==> config.mk <==
export PLATFORM = sky130hd
export DESIGN_NAME = uart_tx_port
export DESIGN_NICKNAME = d
export VERILOG_FILES = /design/src/rtl/uart_tx_port.sv
export SDC_FILE = /design/constraint.sdc
export NUM_CORES = 1
export LEC_CHECK = 0
export CORE_ASPECT_RATIO = 2
export CORE_MARGIN = 8
export CORE_UTILIZATION = 50
export DETAILED_ROUTE_END_ITERATION = 8
export PLACE_DENSITY = 0.74
export SYNTH_ARGS = -nofsm -noshare
export SYNTH_HDL_FRONTEND = slang
export SYNTH_SLANG_ARGS = --single-unit
export TNS_END_PERCENT = 10
==> constraint.sdc <==
create_clock -name clk -period 8 [get_ports clk]
set_clock_uncertainty 0.2 [all_clocks]
set_input_delay 1.2 -clock clk [delete_from_list [all_inputs] [get_ports clk]]
set_output_delay 1.2 -clock clk [all_outputs]
set_load 0.02 [all_outputs]
==> src/rtl/uart_tx_port.sv <==
// uart_tx_port: memory-mapped 8N1 serial transmitter with a write FIFO for the 65C02 bus.
module uart_tx_port #(
  parameter int BAUD_DIV = 164,
  parameter int FIFO_AW  = 3
) (
  input  logic       clk,
  input  logic       reset,
  input  logic       sel,
  input  logic [1:0] addr,
  input  logic       we,
  input  logic [7:0] data_in,
  output logic [7:0] data_out,
  output logic       tx,
  output logic       irq
);
  localparam int DEPTH = 1 << FIFO_AW;
  localparam logic [15:0] BAUD_LAST = 16'(BAUD_DIV - 1);
  localparam logic [FIFO_AW:0] FULL_CNT = (FIFO_AW + 1)'(DEPTH);
  typedef enum logic [1:0] {IDLE, START, DATA, STOP} state_t;
  state_t state, state_n;
  logic [7:0] mem [DEPTH];
  logic [FIFO_AW-1:0] wr_ptr, rd_ptr;
  logic [FIFO_AW:0] count;
  logic [15:0] baud, baud_n;
  logic [2:0] bit_cnt, bit_n;
  logic [7:0] shift, shift_n, rdata;
  logic tx_n, irq_en, ovf, full, empty, busy, push, push_ok, pop, rd, last;
  assign full    = count == FULL_CNT;
  assign empty   = count == '0;
  assign busy    = state != IDLE;
  assign push    = sel && we && addr == 2'd0;
  assign push_ok = push && !full;
  assign pop     = state == IDLE && !empty;
  assign rd      = sel && !we;
  assign last    = baud == BAUD_LAST;
  assign rdata   = addr == 2'd1 ? {4'b0, ovf, empty, full, busy} :
                   addr == 2'd2 ? {7'b0, irq_en} : 8'h00;
  always_comb begin
    state_n = state;
    baud_n  = last ? '0 : baud + 16'd1;
    bit_n   = bit_cnt;
    shift_n = shift;
    tx_n    = 1'b1;
    case (state)
      IDLE: begin
        baud_n = '0;
        if (!empty) begin
          state_n = START;
          shift_n = mem[rd_ptr];
        end
      end
      START: begin
        tx_n = 1'b0;
        if (last) begin
          state_n = DATA;
          bit_n   = '0;
        end
      end
      DATA: begin
        tx_n = shift[0];
        if (last) begin
          shift_n = shift >> 1;
          bit_n   = bit_cnt + 3'd1;
          if (bit_cnt == 3'd7) state_n = STOP;
        end
      end
      STOP: if (last) state_n = IDLE;
      default: state_n = IDLE;
    endcase
  end
  // tx is registered from the current state, so it trails each state change by one clock
  always_ff @(posedge clk or negedge reset) begin
    if (!reset) begin
      state    <= IDLE;
      baud     <= '0;
      bit_cnt  <= '0;
      shift    <= '0;
      tx       <= 1'b1;
      irq      <= 1'b0;
      irq_en   <= 1'b0;
      ovf      <= 1'b0;
      wr_ptr   <= '0;
      rd_ptr   <= '0;
      count    <= '0;
      data_out <= 8'h00;
    end else begin
      state   <= state_n;
      baud    <= baud_n;
      bit_cnt <= bit_n;
      shift   <= shift_n;
      tx      <= tx_n;
      irq     <= irq_en && empty && !busy;
      if (sel && we && addr == 2'd2) irq_en <= data_in[0];
      ovf <= (push && full) || (ovf && !(rd && addr == 2'd1));
      if (push_ok) wr_ptr <= wr_ptr + 1'b1;
      if (pop) rd_ptr <= rd_ptr + 1'b1;
      count <= (push_ok && !pop) ? count + 1'b1 :
               (pop && !push_ok) ? count - 1'b1 : count;
      if (rd) data_out <= rdata;
    end
  end
  always_ff @(posedge clk) if (push_ok) mem[wr_ptr] <= data_in;
endmodule

* Word-level counts from Yosys, hierarchy flattened
Memories as Yosys holds them, arrays and structs flattened.
Cells that the tools add are included.
** Storage, ports and cells
- Output and inout bits :: 10
- Bits in registers :: 51
- Input bits :: 14
- Memory bits (writable) :: 64
- Memories kept :: 1
** Cells by class
- Reduce and logical (&&, ||, !) cells :: 31
- Add/sub/neg operators :: 6
- Muxes and demuxes :: 21
- Eq/ne operators :: 13
** Memory list
- mem :: depth 8, bits a word 8, rd ports 1, clocked after memory_dff 0, wr ports 1, line 21 : logic [7:0] mem [DEPTH];
** Operator list (number)
- 16-bit two-way mux :: 2
- 16-bit by 1-bit adder with 16-bit output (second input constant) :: 1
- 16-bit by 8-bit == test with 1-bit output (second input constant) :: 1
- 8-bit two-way mux :: 2
- 8-bit one-hot mux with 2 select lines :: 1
- 1-bit logical AND :: 13
- 4-bit two-way mux :: 3
- 2-bit two-way mux :: 5
- 2-bit != test (second input constant) :: 5
- 3-bit by 1-bit adder with 3-bit output (second input constant) :: 3
- 2-bit one-hot mux with 4 select lines :: 1
- 2-bit nonzero test :: 4
- 1-bit logical NOT :: 7
- 2-bit == test (second input constant) :: 3
- 3-bit two-way mux :: 2
- 3-bit one-hot mux with 2 select lines :: 1
- 3-bit AND reduction :: 2
- 5-bit AND reduction :: 1
- 4-bit by 1-bit adder with 4-bit output (second input constant) :: 1
- 2-bit by 1-bit == test with 1-bit output (second input constant) :: 2
- 4-bit == test (second input constant) :: 1
- 2-bit logical NOT :: 2
- 4-bit logical NOT :: 1
- 4-bit by 1-bit subtractor with 4-bit output (second input constant) :: 1
- other kinds (4) :: 6

* Longest topological paths before layout
Gate-level depths: netlist of the first run.
- Depth in word-level cells :: 7
- Depth in mapped cells :: 12
- Mapped depth without buffers :: 10

* Worst setup path after synthesis of the first run
OpenSTA, ideal clock, no wires.
- Path kind :: input-to-reg
- From :: input port addr[0]
- To :: register count[3]
- Library setup time :: 0.080 ns
- Stages on the path :: 10
- Setup slack :: 4.824 ns
- Arrival time :: 2.896 ns
- Path through :: nor3b_1 > and3b_1 > buf_2 > ha_1 > inv_1 > ha_1 > a21o_1 > a21oi_1 > mux2i_1 > xnor2_1
** On the way
- Word-level cells in the longest chain between the ends :: 6
** Ends and longest elaborated chain
- start, declared :: line 9 : input logic [1:0] addr,
- 2-bit logical NOT * :: line 31 : assign push = sel && we && addr == 2'd0;
- 1-bit logical AND * :: line 31
- 1-bit logical AND * :: line 32 : assign push_ok = push && !full;
- via push_ok :: line 27 : logic tx_n, irq_en, ovf, full, empty, busy, push, push_ok, pop, rd, last;
- 1-bit logical NOT :: line 98 : (pop && !push_ok) ? count - 1'b1 : count;
- 1-bit logical AND :: line 98
- 2-bit nonzero test (no line)
- end signal, assigned :: line 97 : count <= (push_ok && !pop) ? count + 1'b1 :
- end, declared :: line 23 : logic [FIFO_AW:0] count;
The timed path passes the listed nets; every way through them passes the cells marked *.
A chain may end at the register's enable or synchronous reset.

* Final worst setup path of the first run
- From :: input port sel
- To :: memory mem[0][4] (enable)
** On the way
- Word-level cells in the longest chain between the ends :: 5
** Ends and longest elaborated chain
- start, declared :: line 8 : input logic sel,
- 1-bit logical AND (2 in series) :: line 31
- 1-bit logical AND :: line 32
- 1-bit two-way mux :: line 102 : always_ff @(posedge clk) if (push_ok) mem[wr_ptr] <= data_in;
- 1-bit two-way mux (implied by the code) :: line 102
- end, declared :: line 21
No other way between the ends.

==> impl_metrics.py, run 1 <==
metrics = {
    "global_routing": {
        "use_met3": 0.02637,
        "gr-usage-all-layers": 0.1547,
        "grt_pass1_wl_um": 16150,
        "antenna_found_initial": 0,
        "gr-usage-met1": 0.1398,
        "grtUsageMet2": 0.3050,
        "gr-total-overflow": 0,
        "grt_pass1_vias": 3157,
        "grt_start_max_net_pins": 48,
        "grt_busiest_layer": "met2",
    },
    "run": {
        "cap_violations": 0,
    },
    "die": {
        "fp.dieW_um": 87.43,
        "fp.dieH_um": 158.9,
        "start_util": 0.5092,
        "row_count": 52,
        "die-area_um2": 13890,
        "pin_count": 24,
        "coreArea_um2": 10020,
    },
    "synth": {
        "synth.top_cell.area_share": 0.3767,
        "synthCells": 370,
        "synth.distinct_cells": 58,
        "synth_top_cell_by_area": "edfxtp_1",
        "async_flop_share": 0.4234,
        "synth_top_flop_cell": "edfxtp_1",
        "syn-cell-area_um2": 5102,
        "synthXorXnorAreaFrac": 0.03433,
        "synth_edf_count": 64,
        "yosys.area_share.simple": 0.1081,
        "ys_seq_area_frac": 0.6074,
        "synth_top_family_by_area": "simple AND/OR/NAND/NOR gates",
        "synth-adder-area-share": 0.03580,
        "yosys_register_bits": 111,
        "synth-compound-area-share": 0.07773,
        "synth_area_per_cell_um2": 13.79,
        "synth_area_leaders": "edfxtp_1, dfrtp_1, mux2_2",
        "ys_warn_count": 0,
        "synthMuxAreaShare": 0.09858,
    },
    "route": {
        "drt-initial-drc-count": 153,
        "avgRoutedWirePerCell_um": 18.98,
        "ant_nets": 0,
        "wl_um": 10000,
        "remaining_drc_errors": 0,
        "vias": 2965,
        "drtPass1Iterations": 4,
        "vias_per_cell": 5.626,
    },
    "clock_tree": {
        "htree_num_levels": 3,
        "tritoncts": "yes",
        "cts_root_buf": "clkbuf_16",
        "insertion_delay_ns": 0.34,
        "cts_sinks": 111,
        "path_clk_slew_ns": 0.07,
        "numCtsBuffers": 9,
        "cts_setup_buffers": 0,
        "cts_resized": 0,
        "cts.path.max_buffers": 2,
        "cts.hold.buffers_added": 0,
    },
    "outcome": {
        "status": "complete, no violations",
    },
    "timing": {
        "max_slew_margin": 0.2905,
        "rsz0062_at_grt": "no",
        "slew_viol_final": 0,
        "max_slew.worst_pin.slew_ns": 1.064,
        "clock.fmax_ghz": 0.2780,
        "fin_setup_tns_ns": 0,
        "final-hold-violation-count": 0,
        "min_period_ns": 3.597,
        "fin_crit_sh": 0.4496,
        "finalSetupViolCount": 0,
    },
    "finish": {
        "utilization": 0.5631,
        "antennaDiodeCount": 0,
        "layout-drive-gt1-share": 0.1454,
        "seq_area_um2": 3099,
        "final_cell_mix": "edfxtp_1, dfrtp_1, nor2_1",
        "multi_input_area_um2": 1824,
        "fin_nets": 415,
        "fin_area_um2": 5642,
        "area_growth_syn_to_layout_pct": 10.57,
        "final_common_cell": "edfxtp_1",
        "fillers": 848,
    },
    "setup_path": {
        "cp_top_family": "simple AND/OR/NAND/NOR gates",
        "start_kind": "primary input",
        "critPathRequiredTime_ns": 7.77,
        "slowest_stage": "nor3_1",
        "cp_cell_sequence": "clkdlybuf4s50_1 > nor3b_1 > and3b_1 > nand2b_1 > nor3_1",
        "slowest_delay_ns": 0.80,
        "worstSetupPathType": "primary input to flop",
        "end_kind": "flop",
        "critPathMaxFanout": 8,
        "rrSetupSlack_ns": 5.02,
        "worstPathArrival_ns": 3.36,
        "cp_num_buf_inv": 1,
    },
    "pwr": {
        "p_seq_frac": 0.423,
        "power.switching_w": 0.0005894,
        "power_density_nw_per_um2": 321.6,
        "p_sw_frac": 0.3249,
        "p_leak_nw": 2.127,
        "irDropWorstVdd_mv": 0.1654,
        "p_int_w": 0.001225,
        "total_power_w": 0.001814,
        "power.share.combinational": 0.310,
        "clockPowerShare": 0.267,
    },
    "placement": {
        "gp_congestion": 0.8960,
        "hpwlAfterDp_um": 7317,
        "detailed_place.area_um2": 5315,
        "io_buffers": 19,
    },
    "worst_hold_path": {
        "hp-class": "flop to flop",
    },
}
tightest hold or removal path: stages, from the launching register on:
cell,delay [ns]
dfrtp_1,0.35
nand2_1,0.05
o21ai_0,0.07
power groups by stage:
stage                     Clock, W  Combinational, W  Sequential, W
final                     0.000485          0.000562       0.000768
after global routing      0.000518          0.000625       0.000775
after CTS                 0.000490          0.000570       0.000767
after detailed placement         0          0.000567       0.000778
after global placement           0          0.000550       0.000775
after floorplan                  0          0.000472       0.000761
final timing paths:
kind / start / to / cells after the start
worst max-delay path: sel / mem[0][4]$_DFFE_PP_ / 5
worst min-delay path: data_out[0]$_DFFE_PN0P_ / data_out[0]$_DFFE_PN0P_ / 2
worst max register to register: count[1]$_DFFE_PN0P_ / count[3]$_DFFE_PN0P_ / 9
worst min register to register: data_out[0]$_DFFE_PN0P_ / data_out[0]$_DFFE_PN0P_ / 2
max in group asynchronous: reset / state[0]$_DFFE_PN0P_ / 1
min in group asynchronous: reset / data_out[3]$_DFFE_PN0P_ / 1
area by class of cell:
class | instances | share of cell area
Clock buffer | 9 | 0.03992
Clock inverter | 7 | 0.01796
Inverter | 6 | 0.003992
Multi-Input combinational cell | 238 | 0.3234
Sequential cell | 111 | 0.5493
Tap cell | 135 | 0.02994
Timing Repair Buffer | 21 | 0.03548
kinds of logic (layout without fill, tap and decap cells):
logic type / Yosys count / count (layout)
flops: 111 / 111
mux: 45 / 45
fa+ha+maj: 14 / 14
xor+xnor: 20 / 20
buf+inv: 24 / 43
other cells: 1 / 4
compound gates: 51 / 51
simple gates: 104 / 104
Yosys cell counts (all sizes together) (7+ instances only):
master / count
a21o: 8
a221o: 7
a221oi: 7
buf: 13
dfrtp: 46
edfxtp: 64
ha: 13
mux2: 22
mux2i: 21
nand2: 17
nand2b: 7
nand3: 8
nor2: 35
o22ai: 8
xnor2: 11
xor2: 9
registers in the layout, summed over array words and instances (netlist names):
register,flops
baud,16
rd_ptr,3
tx,1
data_out,4
state,2
mem,64
irq_en,1
wr_ptr,3
shift,8
ovf,1
irq,1
count,4
bit_cnt,3
stage by stage:
step,instances,hold WS (ns),worst slack [ns]
5_1_grt,527,0.3282,4.228
4_1_cts,527,0.3054,4.389
6_report,527,0.3039,4.403
3_3_place_gp,511,0.2734,4.129
2_1_floorplan,373,0.2549,4.824
3_5_place_dp,511,0.2886,4.049
per-layer routing:
metal	share of wire	wire, um
met1	0.34	3404
met2	0.61	6064
met3	0.021	213
met4	0.032	319
met5	0	0
Note: power is estimated with default switching activity, not from simulation.
==> inputs of run 2 (changes only) <==
--- a/config.mk
+++ b/config.mk
@@ -9,7 +9,7 @@
 export CORE_MARGIN = 8
 export CORE_UTILIZATION = 50
 export DETAILED_ROUTE_END_ITERATION = 8
-export PLACE_DENSITY = 0.74
+export PLACE_DENSITY = 0.77
 export SYNTH_ARGS = -nofsm -noshare
 export SYNTH_HDL_FRONTEND = slang
 export SYNTH_SLANG_ARGS = --single-unit
==> constraint.sdc (replaced) <==
create_clock -name clk -period 3.2 [get_ports clk]
set_clock_uncertainty 0.2 [all_clocks]
set_input_delay 0.48 -clock clk [delete_from_list [all_inputs] [get_ports clk]]
set_output_delay 0.48 -clock clk [all_outputs]
set_load 0.02 [all_outputs]
==> impl_metrics.py, run 2 (synthesis gave the netlist of run 1 again) <==
metrics = {
    "global_routing": {
        "grt_pass1_wl_um": 15490,
        "gr-usage-all-layers": 0.1420,
        "grt_pass1_vias": 3195,
        "grt_start_max_net_pins": 48,
        "gr-total-overflow": 0,
        "antenna_found_initial": 0,
    },
    "die": {
        "start_util": 0.5092,
        "die-area_um2": 13890,
        "fp.dieW_um": 87.43,
        "coreArea_um2": 10020,
        "row_count": 52,
        "pin_count": 24,
        "fp.dieH_um": 158.9,
    },
    "finish": {
        "area_growth_syn_to_layout_pct": 11.89,
        "final_cells": 539,
        "fin_nets": 427,
        "fillers": 873,
        "reg_top3": "mem: 64 flops, baud: 16 flops, shift: 8 flops",
        "final_cell_mix": "edfxtp_1, dfrtp_1, nor2_1",
        "regMostFlops": "mem",
        "antennaDiodeCount": 0,
        "largest_reg_flops": 64,
        "fin_area_um2": 5709,
        "layout-drive-gt1-share": 0.1708,
        "final_common_cell": "edfxtp_1",
        "utilization": 0.5698,
    },
    "setup_path": {
        "start_kind": "flop",
        "end_kind": "flop",
        "cp_num_buf_inv": 1,
        "slowest_stage": "nor4b_1",
        "critPathRequiredTime_ns": 3.27,
        "critPathMaxFanout": 6,
        "cpMostUsedCell": "ha_1",
        "worstSetupPathType": "flop to flop",
        "cp_cell_sequence": "nor4b_1 > and3b_1 > ha_1 > inv_1 > ha_1 > a21o_1 > a21oi_1 > mux2i_1 > xnor2_1",
        "worstPathArrival_ns": 2.93,
        "slowest_delay_ns": 0.53,
        "cp_top_family": "simple AND/OR/NAND/NOR gates",
    },
    "placement": {
        "gp_congestion": 0.8050,
        "hpwlAfterDp_um": 6645,
        "io_buffers": 19,
        "dp.cells": 523,
        "detailed_place.area_um2": 5405,
    },
    "timing": {
        "min_period_ns": 2.861,
        "fin_setup_tns_ns": 0,
        "final-hold-violation-count": 0,
        "rsz0062_at_grt": "no",
        "finalSetupViolCount": 0,
        "clock.fmax_ghz": 0.3495,
        "fin_crit_sh": 0.8941,
        "max_slew_margin": 0.2904,
        "slew_viol_final": 0,
        "max_slew.worst_pin.slew_ns": 1.064,
    },
    "worst_hold_path": {
        "hp-class": "primary input to async pin",
    },
    "clock_tree": {
        "path_clk_slew_ns": 0.08,
        "cts.hold.buffers_added": 0,
        "htree_num_levels": 3,
        "cts_sinks": 111,
        "cts_resized": 0,
        "tritoncts": "yes",
        "cts_setup_buffers": 0,
        "insertion_delay_ns": 0.35,
        "numCtsBuffers": 9,
        "cts.path.max_buffers": 2,
        "cts_root_buf": "clkbuf_16",
    },
    "route": {
        "vias_per_cell": 5.445,
        "ant_nets": 0,
        "wl_um": 9101,
        "vias": 2935,
        "drt-initial-drc-count": 94,
        "drtPass1Iterations": 4,
        "avgRoutedWirePerCell_um": 16.88,
        "remaining_drc_errors": 0,
    },
    "pwr": {
        "p_leak_nw": 2.190,
        "power.switching_w": 0.001505,
        "total_power_w": 0.004451,
        "p_seq_frac": 0.431,
        "power_density_nw_per_um2": 779.6,
        "p_sw_frac": 0.3382,
        "p_int_w": 0.002946,
        "clockPowerShare": 0.253,
        "irDropWorstVdd_mv": 0.3400,
        "power.share.combinational": 0.315,
    },
    "outcome": {
        "status": "complete, no violations",
    },
    "run": {
        "cap_violations": 0,
    },
}
==> run 2: cell count changes in the layout (fill, tap and decap cells not counted), sizes merged <==
cell / before / now
buf: 3 / 15
bufinv: 2 / 0
inv: 9 / 12
clkinvlp: 2 / 0
clkinv: 0 / 1
==> run 2: worst paths after layout <==
kind | endpoint | start | slack, ns | cells past startpoint
setup / recovery | count[3]$_DFFE_PN0P_ | count[1]$_DFFE_PN0P_ | 0.34 | 9
hold / removal | data_out[3]$_DFFE_PN0P_ | reset | 0.12 | 1
setup reg to reg | count[3]$_DFFE_PN0P_ | count[1]$_DFFE_PN0P_ | 0.34 | 9
hold reg to reg | data_out[0]$_DFFE_PN0P_ | data_out[0]$_DFFE_PN0P_ | 0.31 | 2
max in group asynchronous | baud[11]$_DFF_PN0_ | reset | 2.02 | 1
min in group clk | data_out[0]$_DFFE_PN0P_ | data_out[0]$_DFFE_PN0P_ | 0.31 | 2
==> run 2: cell type report <==
type	instances	area (um^2)	area share
clock buffer	9	225.2	0.03945
tap	135	168.9	0.02959
multi-input combinational	238	1824	0.3195
clock inverter	7	78.83	0.01381
sequential	111	3099	0.5428
timing repair buffer	33	290.3	0.05084
inverter	6	22.52	0.003945
==> run 2: metrics by stage <==
stage	setup WS [ns]	hold slack [ns]
detailed placement	0.1450	0.2948
floorplan	0.4893	-0.01559
finish	0.3389	0.1161
CTS	0.3299	0.1579
global placement	0.2578	0.2716
global route	0.1343	0.2055
==> run 2: power groups by stage <==
stage	Sequential [W]	Combinational, W	Clock [W]
floorplan	0.00190	0.00118	0
global placement	0.00193	0.00137	0
detailed placement	0.00195	0.00142	0
CTS	0.00192	0.00142	0.00115
global route	0.00195	0.00156	0.00121
finish	0.00192	0.00140	0.00113
==> run 2: layer usage <==
metal | up-vias | global-route usage | share of wire
met1 | 1455 | 0.1490 | 0.38
met3 | 12 | 0.02378 | 0.015
li1 | 1439 | - | -
met5 | - | 0 | 0
met2 | 29 | 0.2630 | 0.59
met4 | 0 | 0.05919 | 0.018
==> inputs of run 3 (changes only) <==
--- a/config.mk
+++ b/config.mk
@@ -5,6 +5,7 @@
 export SDC_FILE = /design/constraint.sdc
 export NUM_CORES = 1
 export LEC_CHECK = 0
+export CAP_MARGIN = 5
 export CORE_ASPECT_RATIO = 2
 export CORE_MARGIN = 8
 export CORE_UTILIZATION = 50
==> results of run 3 <==
The final DEF is identical to that of run 2; final timing and power are the same.
